==> src/rtl/adc_stream_sched.sv <==
// Dual-ADC capture scheduler: latches frames on strobe, serialises enabled
// lanes into a tagged 16-bit valid/ready stream, and counts dropped frames.
//
// Ports:
//   clk_i, rst_i            clock, async active-high reset
//   start_i, abort_i        capture control
//   ch_en_i, frame_len_i    channel enables and frame count, latched at start
//   smp_valid_i, data_adc_i frame strobe and {B1,B0,A1,A0} lanes
//   out_data_o/valid/ready  tagged sample stream {lane,2'b00,sample}
//   out_last_o              final word of the final frame
//   busy_o, done_o          status; done pulses after the final accept
//   overrun_o, drop_cnt_o   sticky drop flag and saturating drop count
module adc_stream_sched #(
  parameter int SAMPLE_W = 12,
  parameter int CNT_W    = 16
) (
  input  logic                  clk_i,
  input  logic                  rst_i,
  input  logic                  start_i,
  input  logic                  abort_i,
  input  logic [1:0]            ch_en_i,
  input  logic [CNT_W-1:0]      frame_len_i,
  input  logic                  smp_valid_i,
  input  logic [4*SAMPLE_W-1:0] data_adc_i,
  output logic [15:0]           out_data_o,
  output logic                  out_valid_o,
  input  logic                  out_ready_i,
  output logic                  out_last_o,
  output logic                  busy_o,
  output logic                  done_o,
  output logic                  overrun_o,
  output logic [CNT_W-1:0]      drop_cnt_o
);

  typedef enum logic [1:0] {
    IDLE = 2'd0,
    WAIT = 2'd1,
    EMIT = 2'd2
  } state_t;

  state_t                state_q;
  logic [1:0]            en_q;
  logic [1:0]            lane_q;
  logic [CNT_W-1:0]      rem_q;
  logic [CNT_W-1:0]      drop_q;
  logic [4*SAMPLE_W-1:0] frame_q;
  logic                  ovr_q;
  logic                  done_q;

  logic [1:0]    first_lane;
  logic [1:0]    last_lane;
  logic          is_last;
  logic          accept;
  logic          rem_one;
  logic          start_ok;
  logic [SAMPLE_W-1:0] sample;

  // Channel A owns lanes 0/1, channel B lanes 2/3.
  assign first_lane = en_q[0] ? 2'd0 : 2'd2;
  assign last_lane  = en_q[1] ? 2'd3 : 2'd1;
  assign is_last    = (lane_q == last_lane);
  assign accept     = (state_q == EMIT) && out_ready_i;
  assign rem_one    = (rem_q == CNT_W'(1));
  assign start_ok   = start_i && (frame_len_i != '0)
                      && (ch_en_i != 2'b00);

  assign sample = frame_q[lane_q*SAMPLE_W +: SAMPLE_W];

  assign out_data_o  = {lane_q, {(14-SAMPLE_W){1'b0}}, sample};
  assign out_valid_o = (state_q == EMIT);
  assign out_last_o  = out_valid_o && is_last && rem_one;
  assign busy_o      = (state_q != IDLE);
  assign done_o      = done_q;
  assign overrun_o   = ovr_q;
  assign drop_cnt_o  = drop_q;

  always_ff @(posedge clk_i or posedge rst_i) begin
    if (rst_i) begin
      state_q <= IDLE;
      en_q    <= '0;
      lane_q  <= '0;
      rem_q   <= '0;
      drop_q  <= '0;
      frame_q <= '0;
      ovr_q   <= 1'b0;
      done_q  <= 1'b0;
    end else begin
      done_q <= 1'b0;
      if (abort_i && state_q != IDLE) begin
        state_q <= IDLE;
      end else begin
        unique case (state_q)
          IDLE: begin
            if (start_ok) begin
              state_q <= WAIT;
              en_q    <= ch_en_i;
              rem_q   <= frame_len_i;
              ovr_q   <= 1'b0;
              drop_q  <= '0;
            end
          end
          WAIT: begin
            if (smp_valid_i) begin
              frame_q <= data_adc_i;
              lane_q  <= first_lane;
              state_q <= EMIT;
            end
          end
          EMIT: begin
            if (accept) begin
              if (is_last) begin
                rem_q <= rem_q - CNT_W'(1);
                if (rem_one) begin
                  state_q <= IDLE;
                  done_q  <= 1'b1;
                end else if (smp_valid_i) begin
                  frame_q <= data_adc_i;
                  lane_q  <= first_lane;
                end else begin
                  state_q <= WAIT;
                end
              end else begin
                lane_q <= lane_q + 2'd1;
              end
            end
            // Only a strobe landing exactly on the hand-off
            // to a remaining frame is kept.
            if (smp_valid_i &&
                !(accept && is_last && !rem_one)) begin
              ovr_q <= 1'b1;
              if (drop_q != '1)
                drop_q <= drop_q + CNT_W'(1);
            end
          end
          default: state_q <= IDLE;
        endcase
      end
    end
  end

endmodule

==> config.mk <==
export PLATFORM = sky130hd
export DESIGN_NAME = adc_stream_sched
export DESIGN_NICKNAME = d
export VERILOG_FILES = /design/src/rtl/adc_stream_sched.sv
export SDC_FILE = /design/constraint.sdc
export NUM_CORES = 1
export LEC_CHECK = 0
export ABC_CLOCK_PERIOD_IN_PS = 5100
export CAP_MARGIN = 10
export CORE_ASPECT_RATIO = 1.75
export CORE_MARGIN = 3
export CORE_UTILIZATION = 55
export CTS_CLUSTER_SIZE = 14
export DETAILED_ROUTE_END_ITERATION = 7
export GPL_TIMING_DRIVEN = 0
export PLACE_DENSITY = 0.83
export SETUP_SLACK_MARGIN = 0.2
export SLEW_MARGIN = 20
export SYNTH_ARGS = -nofsm -noshare
export SYNTH_HDL_FRONTEND = slang
export SYNTH_SLANG_ARGS = --single-unit
==> constraint.sdc <==
create_clock -name clk_i -period 5.1 [get_ports clk_i]
set_clock_uncertainty 0.15 [all_clocks]
set_input_delay 1.02 -clock clk_i [delete_from_list [all_inputs] [get_ports clk_i]]
set_output_delay 1.02 -clock clk_i [all_outputs]
set_load 0.1 [all_outputs]
# == Yosys cells after proc, flatten, opt, wreduce, memory -nomap -nowiden ==
# Index checks and enable logic that the tools add are counted.
# totals
ff_bits,88
wordCells,91
# op_classes
add_sub_neg,3
n_mul,1
eq_ne,17
shifts,1
muxes,36
bitwise,1
reduce_logical,24
# op_table
operator,n
$mux 48,4
$mux 16,6
$pmux 48 s2,1
$pmux 16 s2,2
$shiftx 48x7->12,1
$mux 2,13
$reduce_and 5->1,4
$add 16x1->16 const B,1
$eq 16x1->1 const B,1
$ne 16x16->1 const B,1
$reduce_bool 16->1,1
$sub 16x1->16 const B,1
$logic_and 1x1->1,9
$ne 3x3->1 const B,3
$ne 2x1->1 const B,4
$reduce_and 4->1,2
$reduce_bool 2->1,4
$mux 1,7
$ne 3x1->1 const B,2
$pmux 2 s3,1
$mul 2x2->4 const B,1
$ne 2x2->1 const B,2
$ne 4x2->1 const B,1
$pmux 2 s2,1
9 further kinds,10

# == Longest topological paths before layout ==
# Gate-level depths: netlist of the first run.
# logic_depth
depth_word,8
depth_mapped,10

# == Worst setup path after synthesis of the first run ==
# No wires, ideal clock.
# synth_timing
path_kind,register to output
from,register state_q[0]
to,output port out_last_o
arrival_ns,2.616
t_required_ns,3.930
path_slack_ns,1.314
path_stages_with_launch,7
path_buffers,2
cell_sequence,dfrtp_1 inv_1 ha_1 buf_2 clkbuf_1 nand4_1 inv_1
# synth_between
elab_chain_len,3
# synth_rtl
element,line_no,source
from (decl),41,state_t state_q;
from (signal assigned),79,state_q <= IDLE;
from (signal assigned),90,state_q <= IDLE;
from (signal assigned),95,state_q <= WAIT;
$eq 2x2->1,70,assign out_valid_o = (state_q == EMIT);
net out_valid_o,26,"output logic out_valid_o,"
$logic_and 1x1->1 (2 in series),71,assign out_last_o = out_valid_o && is_last && rem_one;
to (decl),28,"output logic out_last_o,"
# The timed path passes the listed nets, and every way through them passes these cells.

# == Final worst setup path of the first run ==
# layout_timing
from,register lane_q[0]
to,output port out_data_o[9]
# layout_between
elab_chain_len,2
# layout_rtl
element,line_no,source
from (decl),43,logic [1:0] lane_q;
from (signal assigned),105,lane_q <= first_lane;
from (signal assigned),118,lane_q <= first_lane;
from (signal assigned),123,lane_q <= lane_q + 2'd1;
$mul 2x2->4,67,assign sample = frame_q[lane_q*SAMPLE_W +: SAMPLE_W];
$shiftx 48x7->12,67,
to (decl),25,"output logic [15:0] out_data_o,"
# No other way between the ends.

==> results of run 1 <==
[metal layers]
metal  GRT usage  wire length (um)  up-vias  share of wire
li1            -                 -     1902              -
met1       0.301              4680     2034           0.36
met2       0.500              7070      189           0.54
met3      0.0819               945       27          0.073
met4       0.111               321        0          0.025
met5           0                 0        -              0
[critical path, cell delays in order (launching register included)]
cell             delay, ps
dfrtp_1                390
buf_1                  550
buf_2                  410
mux4_2                 550
clkdlybuf4s50_1        990
[stage by stage]
stage	power [mW]	instance area, sq um
after floorplan	2.85	4750
after global placement	3.33	5950
after detailed placement	3.39	5980
after CTS	4.10	6300
after global routing	4.29	6300
final	4.09	6300
[cell type report]
cell class	count	area, sq um
Tap cell	115	144
Clock buffer	11	253
Inverter	14	55.1
Clock inverter	5	62.6
Buffer	22	114
Fill cell	596	2070
Timing Repair Buffer	107	1090
Multi-Input combinational cell	318	2380
Sequential cell	88	2200
[cell usage in the layout (no fill, tap or decap), types with 3 or more instances in the layout]
cell	count
nor2_1	16
a21oi_1	37
ha_1	7
clkbuf_16	9
nand3_1	30
mux4_2	12
o21a_1	3
a21o_1	3
a31oi_1	6
and3_1	4
o31ai_1	8
mux2_2	50
nor3_1	9
buf_2	10
nor4_1	6
clkbuf_1	5
buf_4	5
o22ai_1	10
clkdlybuf4s50_1	106
nand2_1	29
a211oi_1	3
o21ai_0	37
dfrtp_1	88
nand4_1	7
inv_1	11
nor3b_1	4
[sequential cells by signal, indices dropped and copies added, names as in the netlist]
name	flops
done_o	1
drop_cnt_o	16
en_q	2
frame_q	48
lane_q	2
overrun_o	1
rem_q	16
state_q	2
[power groups by stage]
stage               registers [mW]  logic (mW)  clock network (mW)
finish                        1.21        2.18               0.694
global route                  1.25        2.31               0.733
CTS                           1.21        2.19               0.701
detailed placement            1.22        2.17                   0
global placement              1.19        2.13                   0
floorplan                     1.22        1.63                   0
[worst min-delay path by stage]
| stage | slack (ps) | depth (start not counted) | to |
|---|---|---|---|
| 5_1_grt | 370 | 1 | frame_q[7]$_DFFE_PP0P_ |
| 6_report | 350 | 1 | en_q[0]$_DFFE_PP0P_ |
| 2_1_floorplan | 320 | 1 | en_q[0]$_DFFE_PP0P_ |
| 3_5_place_dp | 340 | 1 | en_q[0]$_DFFE_PP0P_ |
| 3_3_place_gp | 330 | 1 | frame_q[43]$_DFFE_PP0P_ |
| 4_1_cts | 360 | 1 | en_q[0]$_DFFE_PP0P_ |
[cells by family after synthesis]
| logic type | after synthesis | share of synthesized area |
|---|---|---|
| other | 1 | 0.000790 |
| XOR/XNOR | 2 | 0.00369 |
| AO/OA/AOI/OAI | 122 | 0.157 |
| flip-flops | 88 | 0.464 |
| multiplexers | 63 | 0.178 |
| buffers and inverters | 36 | 0.0351 |
| AND/OR/NAND/NOR | 122 | 0.143 |
| adder cells (fa/ha/maj) | 7 | 0.0185 |
==> results.toml, run 1 <==
[run_status]
status = "finished, final reports clean"

[yosys]
dominantRegCellSynth = "dfrtp_1"
synth.avg_cell_area_sq_um = 10.8
synth.distinct_cells = 57
post_synth_inst_count = 441
synth_seq_cells = 88
synth_area_sq_um = 4740
seq_area_frac_synth = 0.464
synth_top_area_frac = 0.464
synth_area_leaders = "dfrtp_1 (46%), mux2_2 (12%), mux4_2 (5.7%), a21oi_1 (3.9%), o21ai_0 (3.9%)"
ys_async_sr_fraction = 1.00
ys_warn_count = 0
yosys-top-cells-count = "dfrtp_1 (88), mux2_2 (50), a21oi_1 (37), o21ai_0 (37), nand3_1 (30)"
synth-edff-count = 0
post-synth-top-count-cell = "dfrtp_1"
synth_top_cell_by_area = "dfrtp_1"

[global_route]
grt_pass1_vias = 4349
antenna_found_initial = 0
track_usage = 0.276
grt_max_degree = 58
overflow = 0
grt_pass1_wl_um = 21400

[sta]
worst_pin_slew_ps = 1020
post-route-min-period_ps = 4400
rsz0062_at_grt = "no"
setup_violations = 0
maxSlewHeadroom = 0.318
hold_viol = 0
max_freq_mhz = 227
finalCritPeriodShare = 0.862
drv_slew = 0
whs_ps = 353
fin_tns_setup_ps = 0
layout_setup_ws_ps = 702

[clock_tree]
numCtsBuffers = 9
cts.sinks = 88
cts_tree = "yes"
cts_buffer_depth = 2
path_clk_slew_ps = 70
cts.repair.resized = 0
cts_setup_buffers = 0
cts_hold_buf = 0
clk_latency_ps = 340
root_buffer = "clkbuf_16"
h-tree-depth = 3

[final_layout]
area_delta_synth_final_pct = 32.8
diodes = 0
nNetsFinal = 639
utilization = 0.753
finalNonFillerCells = 680
layout-drive-gt1-share = 0.195

[setup_path]
worst-path-max-fanout = 10
crit_path_start_kind = "flop"
reg2reg_from = "state_q[0]$_DFFE_PP0P_"
crit_type = "flop to primary output"
critPathCapture = "out_data_o[9]"
setup.worst_path.end_class = "primary output"
worst_ep_required_time_ps = 3930
rrSetupSlack_ps = 2120
worstReg2RegEnd = "rem_q[3]$_DFFE_PP0P_"
crit_start = "lane_q[0]$_DFFE_PP0P_"
reg2reg_depth = 10
arrival_ps = 3230

[routing]
route.detailed.drc = 0
ant_nets = 0
via_per_inst = 6.11
num_vias = 4152
drtPass1Iterations = 5
wl_um = 13000
dr.first_iter.drc_count = 321
wire_per_inst_um = 19.1

[placement]
dp_hpwl_um = 9800
port_buffers = 106
dpl.cell_count = 664
dp_slack_ps = 1040
finalWeightedCongestion = 0.986

[min_path]
worstHoldStart = "en_q[0]$_DFFE_PP0P_"
hp-class = "flop to flop"

[power]
sw_frac_of_total = 0.463
p_leak_nw = 2.48
power_switching_mw = 1.89
seqPwrFrac = 0.296
vdd_ir_drop_max_uv = 556
power_density_nw_per_um2 = 649
power_frac_clock = 0.170
p_int_mw = 2.20
p_comb_frac = 0.534

[job]
drv_cap = 0

[floorplan]
pin_count = 109
core_area_sq_um = 8370
start_util = 0.567
die_y_um = 129
fp-row-count = 44
die_area_sq_um = 9820
die_w_um = 76.2
(Power assumes the default switching activity.)
==> inputs of run 2 (changes only) <==
--- a/config.mk
+++ b/config.mk
@@ -7,13 +7,13 @@
 export LEC_CHECK = 0
 export ABC_CLOCK_PERIOD_IN_PS = 5100
 export CAP_MARGIN = 10
-export CORE_ASPECT_RATIO = 1.75
+export CORE_ASPECT_RATIO = 0.7
 export CORE_MARGIN = 3
-export CORE_UTILIZATION = 55
+export CORE_UTILIZATION = 30
 export CTS_CLUSTER_SIZE = 14
 export DETAILED_ROUTE_END_ITERATION = 7
 export GPL_TIMING_DRIVEN = 0
-export PLACE_DENSITY = 0.83
+export PLACE_DENSITY = 0.48
 export SETUP_SLACK_MARGIN = 0.2
 export SLEW_MARGIN = 20
 export SYNTH_ARGS = -nofsm -noshare
==> run 2 against run 1 <==
  * Final cell count rose by 12%
  * Global-route usage fell by 11 points
  * First-iteration DRC count fell by 4.7%
  * Non-clock buffer count did not move
  * Sequential cell count did not move
  * Fmax fell by 1.6%
  * Clock power barely moved
  * Critical path type unchanged
  * Critical endpoint is now out_last_o
  * Largest power group unchanged
==> results.toml, run 2 (synthesized netlist as in run 1, its figures left out) <==
[clock_tree]
cts_tree = "yes"
h-tree-depth = 3
cts_hold_buf = 0
cts.sinks = 88
path_clk_slew_ps = 70
numCtsBuffers = 9
cts_buffer_depth = 2
root_buffer = "clkbuf_16"
clk_latency_ps = 350
cts_setup_buffers = 0
cts.repair.resized = 0

[placement]
port_buffers = 106
dpl.cell_count = 744
finalWeightedCongestion = 0.810
dp_hpwl_um = 10800

[setup_path]
worstPathCellList = "nor3_1 > and4_2 > nand4_1 > inv_1 > clkdlybuf4s50_1"
reg2reg_depth = 10
crit_path_max_incr_delay_ps = 1140
worst_ep_required_time_ps = 3930
worstReg2RegEnd = "rem_q[4]$_DFFE_PP0P_"
arrival_ps = 3300
critPathCapture = "out_last_o"
crit_start = "rem_q[8]$_DFFE_PP0P_"
setup.worst_path.end_class = "primary output"
reg2reg_from = "state_q[0]$_DFFE_PP0P_"
rrSetupSlack_ps = 2210
slowest_stage = "clkdlybuf4s50_1"
crit_type = "flop to primary output"
crit_path_start_kind = "flop"
worst-path-max-fanout = 6

[run_status]
status = "finished, final reports clean"

[sta]
whs_ps = 354
max_freq_mhz = 224
rsz0062_at_grt = "no"
maxSlewHeadroom = 0.323
drv_slew = 0
post-route-min-period_ps = 4470
worst_pin_slew_ps = 1010
finalCritPeriodShare = 0.877
hold_viol = 0
setup_violations = 0

[final_layout]
mostFrequentLayoutCell = "clkdlybuf4s50_1"
multi_input_area_sq_um = 2380
ff_latch_area_sq_um = 2200
largest_reg_flops = 48
layout-drive-gt1-share = 0.193
final_cell_mix = "clkdlybuf4s50_1 (106), dfrtp_1 (88), mux2_2 (50), a21oi_1 (37), o21ai_0 (37)"
finalNonFillerCells = 760
largest_register = "frame_q"
area_delta_synth_final_pct = 34.6
nNetsFinal = 639
diodes = 0
fill_cells = 1427

[floorplan]
start_util = 0.314
die_w_um = 156
pin_count = 109
fp-row-count = 37
core_area_sq_um = 15100
die_area_sq_um = 17400
die_y_um = 111

[global_route]
track_usage = 0.167
overflow = 0
grt_pass1_vias = 4048
grt_pass1_wl_um = 22900
antenna_found_initial = 0
grt_max_degree = 66

[power]
power_density_nw_per_um2 = 640
p_leak_nw = 2.48
vdd_ir_drop_max_uv = 418

[job]
drv_cap = 0

[min_path]
worstHoldStart = "frame_q[17]$_DFFE_PP0P_"
hp-class = "flop to flop"

[routing]
wire_per_inst_um = 18.7
ant_nets = 0
drtPass1Iterations = 5
dr.first_iter.drc_count = 306
route.detailed.drc = 0
via_per_inst = 5.35
num_vias = 4066
wl_um = 14200
==> run 2: changes by cell type in the layout (fill, tap and decap cells not counted), sizes merged <==
| cell | delta |
|---|---|
| clkbuf | -1 |
| clkinvlp | -1 |
| inv | +2 |
==> run 2: how the worst min path moves through the flow <==
stage,endpoint,depth (start not counted)
6_report,frame_q[17]$_DFFE_PP0P_,1
5_1_grt,frame_q[23]$_DFFE_PP0P_,1
4_1_cts,frame_q[14]$_DFFE_PP0P_,1
3_5_place_dp,en_q[0]$_DFFE_PP0P_,1
3_3_place_gp,frame_q[21]$_DFFE_PP0P_,1
2_1_floorplan,en_q[0]$_DFFE_PP0P_,1
==> run 2: worst max-delay path: cells and delay by family (launching register included) <==
family | cells | cell delay [ps]
buf+inv | 2 | 1290
flops | 1 | 440
simple gates | 3 | 1220
==> run 2: layout make-up <==
class                   instances  area share
well taps                     195      0.0382
clock inverters                 6      0.0114
clock buffers                  10      0.0358
inverters                      14     0.00901
plain buffers                  22      0.0178
flip-flops and latches         88       0.345
multi-input cells             318       0.373
repair buffers                107       0.170
==> run 2: per-layer routing <==
layer,wire length (um),vias to the layer above,share of wire,global-route usage
met5,0,-,0,0
met4,159,0,0.011,0.0373
met3,702,14,0.049,0.0343
met2,6150,103,0.43,0.239
met1,7230,2042,0.51,0.258
li1,-,1907,-,-
==> run 2: where the power goes <==
group | internal, mW | switching (mW)
clock | 0.388 | 0.304
combinational | 0.796 | 1.39
sequential | 0.990 | 0.218
==> run 2: through the flow <==
step | setup slack, ps | utilization | TNS [ps] | cell area, sq um | total power, mW
after floorplan | 1310 | - | 0 | 4750 | 2.85
after global placement | -2.43 | 0.401 | -36.7 | 6050 | 3.38
after detailed placement | 956 | 0.403 | 0 | 6090 | 3.42
after CTS | 583 | 0.423 | 0 | 6390 | 4.12
after global routing | 449 | 0.423 | 0 | 6390 | 4.32
final | 629 | 0.423 | 0 | 6390 | 4.09
==> inputs of run 3 (changes only) <==
--- a/config.mk
+++ b/config.mk
@@ -7,7 +7,7 @@
 export LEC_CHECK = 0
 export ABC_CLOCK_PERIOD_IN_PS = 5100
 export CAP_MARGIN = 10
-export CORE_ASPECT_RATIO = 0.7
+export CORE_ASPECT_RATIO = 1.75
 export CORE_MARGIN = 3
 export CORE_UTILIZATION = 30
 export CTS_CLUSTER_SIZE = 14
==> run 3 against run 2 <==
  * Design area decreased by 0.24%
  * Largest power group unchanged
  * Wire length up 3.1%
  * Sequential power barely moved
  * Core utilization is 1.1 points lower
  * Sequential share of layout area up 0.081 points
  * Highest routed layer unchanged
  * Fmax shrank 1.6%
  * Via count down 0.39%
==> results.toml, run 3 (synthesized netlist as in run 1, its figures left out) <==
[placement]
dpl.cell_count = 735
dp_slack_ps = 848
dp_hpwl_um = 11000
dpl_cell_area_sq_um = 6070
port_buffers = 106
finalWeightedCongestion = 0.845

[clock_tree]
cts.repair.resized = 0
numCtsBuffers = 9
cts_buffer_depth = 2
cts_setup_buffers = 0
h-tree-depth = 3
clk_latency_ps = 350
root_buffer = "clkbuf_16"
cts_hold_buf = 0
cts_tree = "yes"
path_clk_slew_ps = 60
cts.sinks = 88

[sta]
setup_violations = 0
drv_slew = 0
max_freq_mhz = 220
post-route-min-period_ps = 4540
fin_tns_setup_ps = 0
layout_setup_ws_ps = 558
rsz0062_at_grt = "no"
finalCritPeriodShare = 0.891
maxSlewHeadroom = 0.324
worst_pin_slew_ps = 1010
hold_viol = 0

[setup_path]
crit_type = "flop to primary output"
setup.worst_path.end_class = "primary output"
worst-path-max-fanout = 10
slowest_stage = "clkdlybuf4s50_1"
arrival_ps = 3370
worst_ep_required_time_ps = 3930
worstPathCellList = "buf_1 > buf_2 > mux4_2 > clkdlybuf4s50_1"
crit_path_start_kind = "flop"
crit_path_max_incr_delay_ps = 990

[global_route]
grt_pass1_wl_um = 23000
grt_pass1_vias = 4262
antenna_found_initial = 0
track_usage = 0.172
overflow = 0
grt_max_degree = 70

[run_status]
status = "finished, final reports clean"

[floorplan]
fp-row-count = 60
pin_count = 109
core_area_sq_um = 15500
start_util = 0.307
die_area_sq_um = 17400
die_w_um = 101
die_y_um = 172

[final_layout]
finalNonFillerCells = 751
largest_register = "frame_q"
mostFrequentLayoutCell = "clkdlybuf4s50_1"
utilization = 0.412
layout-drive-gt1-share = 0.193
area_delta_synth_final_pct = 34.3
nNetsFinal = 639
final_cell_mix = "clkdlybuf4s50_1 (106), dfrtp_1 (88), mux2_2 (50), a21oi_1 (37), o21ai_0 (37)"
largest_reg_flops = 48
fill_cells = 1522
fin_area_sq_um = 6370
diodes = 0

[power]
power_density_nw_per_um2 = 640
p_leak_nw = 2.48
vdd_ir_drop_max_uv = 469

[routing]
num_vias = 4050
wire_per_inst_um = 19.5
route.detailed.drc = 0
wl_um = 14700
via_per_inst = 5.39
dr.first_iter.drc_count = 171
ant_nets = 0
drtPass1Iterations = 5

[min_path]
hp-class = "flop to flop"

[job]
drv_cap = 0
-- run 3: changes by cell type in the layout (fill, tap and decap cells not counted), sizes merged --
cell | before | now
inv | 17 | 14
clkinv | 1 | 4
-- run 3: final timing paths --
kind / to / startpoint / cells past startpoint / slack, ps
hold / removal: frame_q[26]$_DFFE_PP0P_ / frame_q[26]$_DFFE_PP0P_ / 1 / 350
min in group asynchronous: frame_q[11]$_DFFE_PP0P_ / rst_i / 2 / 820
setup / recovery: out_data_o[9] / lane_q[0]$_DFFE_PP0P_ / 4 / 560
max in group asynchronous: frame_q[16]$_DFFE_PP0P_ / rst_i / 3 / 3340
setup reg to reg: rem_q[5]$_DFFE_PP0P_ / state_q[0]$_DFFE_PP0P_ / 10 / 2250
hold reg to reg: frame_q[26]$_DFFE_PP0P_ / frame_q[26]$_DFFE_PP0P_ / 1 / 350
-- run 3: worst max-delay path: cells and delay by family, from the launching register on --
family	cells	cell delay (ps)
buf+inv	3	2060
mux	1	540
flops	1	410
-- run 3: through the flow --
stage	hold slack, ps	total power, mW
2_1_floorplan	320	2.85
3_3_place_gp	335	3.39
3_5_place_dp	345	3.43
4_1_cts	354	4.12
5_1_grt	375	4.31
6_report	354	4.08
-- run 3: final cells by class --
type                            count  area [sq um]  share of cell area
Clock inverter                      6          68.8              0.0108
Multi-Input combinational cell    318          2380               0.373
Timing Repair Buffer              107          1090               0.171
Inverter                           14          57.6             0.00903
Sequential cell                    88          2200               0.346
Buffer                             22           114              0.0179
Tap cell                          186           233              0.0365
Clock buffer                       10           229              0.0359
-- run 3: power breakdown --
| group | switching [mW] | internal, mW | total (mW) |
|---|---|---|---|
| Sequential | 0.218 | 0.991 | 1.21 |
| Combinational | 1.39 | 0.795 | 2.18 |
| Clock | 0.302 | 0.383 | 0.686 |
| Total | 1.91 | 2.17 | 4.08 |
-- run 3: metal layers --
layer	global-route usage	vias up	part of all wire
li1	-	1892	-
met1	0.190	2014	0.38
met2	0.315	124	0.54
met3	0.0436	20	0.064
met4	0.0590	0	0.018
met5	0	-	0
